### config.mk
export PLATFORM = sky130hd
export DESIGN_NAME = mem_port_arbiter
export DESIGN_NICKNAME = d
export VERILOG_FILES = /design/src/rtl/mem_arb_pkg.sv /design/src/rtl/rr_arbiter2.sv /design/src/rtl/mem_port_arbiter.sv
export SDC_FILE = /design/constraint.sdc
export NUM_CORES = 1
export LEC_CHECK = 0
export ABC_CLOCK_PERIOD_IN_PS = 1600
export BUFFER_PORTS_ARGS = -buffer_cell sky130_fd_sc_hd__buf_2
export CAP_MARGIN = 20
export CORE_ASPECT_RATIO = 1.4
export CORE_UTILIZATION = 46
export CTS_BUF_LIST = sky130_fd_sc_hd__clkbuf_16
export DETAILED_ROUTE_END_ITERATION = 6
export PLACE_DENSITY_LB_ADDON = 0.05
export SYNTH_ARGS = -nofsm -noshare
export SYNTH_HDL_FRONTEND = slang
export SYNTH_SLANG_ARGS = --single-unit
### constraint.sdc
create_clock -name clk -period 1.6 [get_ports clk]
set_input_delay 0.24 -clock clk [delete_from_list [all_inputs] [get_ports clk]]
set_output_delay 0.24 -clock clk [all_outputs]
set_load 0.02 [all_outputs]
### src/rtl/mem_arb_pkg.sv
// mem_arb_pkg: shared types and constants for the memory port arbiter
//   state_t           : arbiter FSM states
//   REQ_IF / REQ_D    : requester ids, also the arbiter request/grant bit positions
//   MEM_DEPTH_DEFAULT : number of implemented memory words
package mem_arb_pkg;
   typedef enum logic [1:0] {IDLE, RD, WR, ERR} state_t;
   localparam logic REQ_IF = 1'b0;
   localparam logic REQ_D = 1'b1;
   localparam int MEM_DEPTH_DEFAULT = 101;
endpackage

### src/rtl/rr_arbiter2.sv
// rr_arbiter2: two-input round-robin arbiter with a last-winner pointer
//   clk, rst : clock, synchronous active-high reset (pointer -> REQ_D)
//   req      : request bits indexed by requester id
//   en       : pointer update enable, asserted when a grant is taken
//   gnt      : one-hot combinational grant
module rr_arbiter2
   import mem_arb_pkg::*;
(
   input  logic       clk,
   input  logic       rst,
   input  logic [1:0] req,
   input  logic       en,
   output logic [1:0] gnt
);
   logic ptr;
   // On a tie the requester that did not win last time gets the grant.
   assign gnt[REQ_IF] = req[REQ_IF] & (~req[REQ_D] | ptr);
   assign gnt[REQ_D] = req[REQ_D] & (~req[REQ_IF] | ~ptr);
   always_ff @(posedge clk)
      if (rst) ptr <= REQ_D;
      else if (en) ptr <= gnt[REQ_D];
endmodule

### src/rtl/mem_port_arbiter.sv
// mem_port_arbiter: shares a single-port memory between instruction fetch and data ports
//   clk, rst                    : clock, synchronous active-high reset
//   if_req/if_addr/if_gnt       : IF read request, address, accept pulse
//   if_rvalid/if_rdata          : IF read response
//   d_req/d_we/d_addr/d_wdata   : D load/store request
//   d_gnt/d_rvalid/d_wack/d_rdata : D accept pulse and responses
//   mem_read/mem_write/mem_addr/mem_wdata/mem_rdata : memory interface
//   err/err_addr                : out-of-range pulse and last offending address
module mem_port_arbiter
   import mem_arb_pkg::*;
#(
   parameter int ADDR_W = 16,
   parameter int DATA_W = 16,
   parameter int MEM_DEPTH = MEM_DEPTH_DEFAULT
)(
   input  logic              clk,
   input  logic              rst,
   input  logic              if_req,
   input  logic [ADDR_W-1:0] if_addr,
   output logic              if_gnt,
   output logic              if_rvalid,
   output logic [DATA_W-1:0] if_rdata,
   input  logic              d_req,
   input  logic              d_we,
   input  logic [ADDR_W-1:0] d_addr,
   input  logic [DATA_W-1:0] d_wdata,
   output logic              d_gnt,
   output logic              d_rvalid,
   output logic              d_wack,
   output logic [DATA_W-1:0] d_rdata,
   output logic              mem_read,
   output logic              mem_write,
   output logic [ADDR_W-1:0] mem_addr,
   output logic [DATA_W-1:0] mem_wdata,
   input  logic [DATA_W-1:0] mem_rdata,
   output logic              err,
   output logic [ADDR_W-1:0] err_addr
);
   localparam logic [ADDR_W:0] DEPTH = (ADDR_W+1)'(MEM_DEPTH);
   state_t state, state_n;
   logic [1:0] req, gnt;
   logic [ADDR_W-1:0] sel_addr, addr_q;
   logic [DATA_W-1:0] wdata_q;
   logic sel_we, we_q, id_q, oob;
   // Requests are only visible to the arbiter when a grant may be issued.
   assign req = {d_req, if_req} & {2{state == IDLE && !rst}};
   rr_arbiter2 u_arb (.clk(clk), .rst(rst), .req(req), .en(|req), .gnt(gnt));
   assign if_gnt = gnt[REQ_IF];
   assign d_gnt = gnt[REQ_D];
   assign sel_addr = gnt[REQ_D] ? d_addr : if_addr;
   assign sel_we = gnt[REQ_D] & d_we;
   assign oob = {1'b0, sel_addr} >= DEPTH;
   assign mem_read = state == RD;
   assign mem_write = state == WR;
   assign mem_addr = addr_q;
   assign mem_wdata = wdata_q;
   // Every access state lasts one cycle, so only IDLE has a choice to make.
   always_comb begin
      state_n = IDLE;
      if (state == IDLE && |req) state_n = oob ? ERR : sel_we ? WR : RD;
   end
   always_ff @(posedge clk)
      state <= rst ? IDLE : state_n;
   always_ff @(posedge clk)
      if (rst) begin
         addr_q <= '0;
         wdata_q <= '0;
         we_q <= 1'b0;
         id_q <= REQ_IF;
         if_rvalid <= 1'b0;
         d_rvalid <= 1'b0;
         d_wack <= 1'b0;
         err <= 1'b0;
         if_rdata <= '0;
         d_rdata <= '0;
         err_addr <= '0;
      end else begin
         if_rvalid <= 1'b0;
         d_rvalid <= 1'b0;
         d_wack <= 1'b0;
         err <= 1'b0;
         if (|req) begin
            addr_q <= sel_addr;
            we_q <= sel_we;
            id_q <= gnt[REQ_D];
            if (sel_we) wdata_q <= d_wdata;
         end
         // A rejected read still completes, returning zero.
         if ((state == RD || state == ERR) && !we_q) begin
            if (id_q == REQ_IF) begin
               if_rvalid <= 1'b1;
               if_rdata <= state == RD ? mem_rdata : '0;
            end else begin
               d_rvalid <= 1'b1;
               d_rdata <= state == RD ? mem_rdata : '0;
            end
         end
         if (state == WR || (state == ERR && we_q)) d_wack <= 1'b1;
         if (state == ERR) begin
            err <= 1'b1;
            err_addr <= addr_q;
         end
      end
endmodule

==> impl_metrics.json <==
{
  "synth_area_leaders": "dfxtp_1, a21oi_1, nand2_1",
  "grt_first_pass_wirelength_um": 14500,
  "crit_fanout": 18,
  "status": "completed",
  "power.density_nw_per_um2": 1070,
  "comb_power_share_pct": 14.0,
  "fin_crit_ps": 1560,
  "start_util_pct": 48.5,
  "vias": 3420,
  "p_int_mw": 3.78,
  "hold_class": "in -> reg",
  "p_total_mw": 5.06,
  "grt_pass1_vias": 3190,
  "fill_cells": 630,
  "p_leak_nw": 2.13,
  "cts_max_path_buffers": 2,
  "routabilityCongestion": 0.885,
  "post_route_cells_drive_above_1_share_pct": 35.2,
  "avgSynthCellArea_um2": 8.31,
  "power_frac_clock_pct": 39.7,
  "dieArea_um2": 7820,
  "nets": 638,
  "cp.arrival_ps": 1320,
  "hp-start": "d_wdata[2]",
  "rows": 36,
  "clockRootBuffer": "clkbuf_16",
  "antenna_found_initial": 0,
  "cts_buffers": 9,
  "irDropWorstVdd_mv": 0.655,
  "drcViolationCount": 0,
  "area_growth_pct": 38.2,
  "setup_viol": 0,
  "drv_slew": 0,
  "reg2reg_setup_slack_ps": 210,
  "crit_type": "reg -> out",
  "cts_hold_buf": 0,
  "fmax_mhz": 641,
  "wirelength_um": 9140,
  "synth.distinct_cells": 32,
  "switching_share_pct": 25.4,
  "die_x_um": 75,
  "relSlewSlack_pct": 61.4,
  "dr.pass1.iters": 5,
  "htree_levels": 3,
  "path_clk_slew_ps": 60,
  "min_path_cells": 3,
  "cp-startpoint": "state[0]$_SDFF_PP0_",
  "finClkSkew_ps": 5.48,
  "reg2reg_from": "state[0]$_SDFF_PP0_",
  "final_cells": 669,
  "track_usage_pct": 24.1,
  "core_um2": 7070,
  "synth_seq_area_share_pct": 51.9,
  "grt_max_degree": 89,
  "die_height_um": 104,
  "syn_area_um2": 3430,
  "ys_ff_latch": 89,
  "netSwitchingPower_mw": 1.29,
  "cp-end-kind": "output port",
  "cts.sinks": 89,
  "final_cell_mix": "buf_2, dfxtp_1, nand2_1",
  "drtIter0Drc": 100,
  "critPathLaunchType": "flip-flop",
  "min_period_over_period_pct": 97.5,
  "synth_top_area_share_pct": 51.9,
  "antennaDiodeCount": 0,
  "ioPinCount": 157,
  "rsz0062_at_grt": "true",
  "layout.cells.most_common": "buf_2",
  "worst_pin_slew_ps": 577,
  "ys_warn_count": 0,
  "detail_route.vias_per_cell": 5.11,
  "synthCells": 413,
  "antenna_left": 0,
  "r2r_cells": 6,
  "min_to": "mem_wdata[2]$_SDFFE_PP0P_",
  "grt_remaining_overflow": 0,
  "clk_latency_ps": 340,
  "io_buffers": 156,
  "dp.cells": 646,
  "synth_top_cell_by_area": "dfxtp_1",
  "synth_nets": 482,
  "finalSetupTns_ps": 0,
  "power.share.sequential_pct": 46.4,
  "crit_required_ps": 1360,
  "cap_violations": 0,
  "cts_tree": "built",
  "wire_per_inst_um": 13.7,
  "timing.final.hold_violations": 0,
  "hpwl_um": 6430,
  "r2r_end": "mem_addr[8]$_SDFFE_PP0N_"
}
cells in the mapped netlist:
cell      instances
o32ai_1           1
nand2b_1          1
nor3b_1           1
a211oi_2          2
o21a_1            1
nor2_1           26
buf_2            12
buf_6             1
nor3_1            3
buf_4             2
a21oi_1          69
dfxtp_1          89
o21ai_1           1
nand4_1           1
nor3_4            1
nand3_1          49
nor2b_1           4
nand2_1          88
o21ai_0           2
nor4_1            2
mux2i_1          16
a221o_1           1
mux2_1            1
and2b_1           1
or4_1             1
buf_1             1
clkinv_2          1
clkbuf_1         17
and2_1            2
a21boi_1          1
a211oi_1         14
nand2_2           1
power by group through the flow:
| stage | logic (mW) | clock network (mW) | registers, mW |
|---|---|---|---|
| final | 0.709 | 2.01 | 2.35 |
| after global routing | 0.773 | 2.16 | 2.36 |
| after CTS | 0.695 | 2.06 | 2.35 |
| after detailed placement | 0.656 | 0 | 2.40 |
| after global placement | 0.651 | 0 | 2.39 |
| after floorplan | 0.300 | 0 | 2.47 |
worst max-delay path, stage by stage, from the launching register on:
cell and delay, ps:
dfxtp_2 330, nor3_4 190, nand2_2 110, clkinv_4 70, buf_12 140, buf_4 150
registers in the layout, summed over array words and instances, names as in the netlist, 2 cells and up:
name / flops
mem_wdata: 16
if_rdata: 16
mem_addr: 16
d_rdata: 16
err_addr: 16
state: 2
per-layer routing:
metal	track usage, %	share of wire (%)	vias up
met1	27.6	41	1567
met5	0	0	-
met3	7.66	7.1	12
met2	40.9	50	119
met4	8.22	1.7	0
li1	-	-	1722
through the flow:
| stage | worst slack (ps) | utilization [%] | hold slack (ps) | area (µm²) |
|---|---|---|---|---|
| 2_1_floorplan | 229 | - | 388 | 3430 |
| 3_3_place_gp | 185 | 61.4 | 438 | 4340 |
| 3_5_place_dp | 140 | 61.4 | 443 | 4340 |
| 4_1_cts | -7.27 | 66.5 | 147 | 4700 |
| 5_1_grt | -18.8 | 67.1 | 145 | 4740 |
| 6_report | 40.2 | 67.1 | 152 | 4740 |
logic make-up (layout without fill, tap and decap cells):
kind of cell / after synthesis / count (layout) / synth area share (%)
AO/OA/AOI/OAI: 92 / 92 / 15.3
buffers and inverters: 34 / 195 / 4.63
flip-flops: 89 / 89 / 51.9
multiplexers: 17 / 17 / 4.99
AND/OR/NAND/NOR: 181 / 181 / 23.2
worst max-delay path by stage:
stage                                      endpoint  depth (start not counted)
after floorplan           mem_addr[11]$_SDFFE_PP0N_                          6
after global placement     mem_addr[7]$_SDFFE_PP0N_                          6
after detailed placement   mem_addr[7]$_SDFFE_PP0N_                          6
after CTS                                     d_gnt                          5
after global routing                          d_gnt                          5
final                                         d_gnt                          5
timing repair:
action | in CTS | in global routing
setup endpoints to repair | 3 | 3
cloned | 1 | 0
gates resized for setup | 10 | 1
pin swaps | 1 | 4
setup buffers | 1 | 5
final cells by class:
type                       count  area, µm²  area share, %
clock buffer                   9        225           4.75
sequential                    89       1780           37.6
timing repair buffer         178       1030           21.7
inverter                       1       8.76          0.185
multi-input combinational    290       1520           32.0
tap                           95        119           2.51
clock inverter                 7       62.6           1.32
Power figures use the tool's default switching activity.
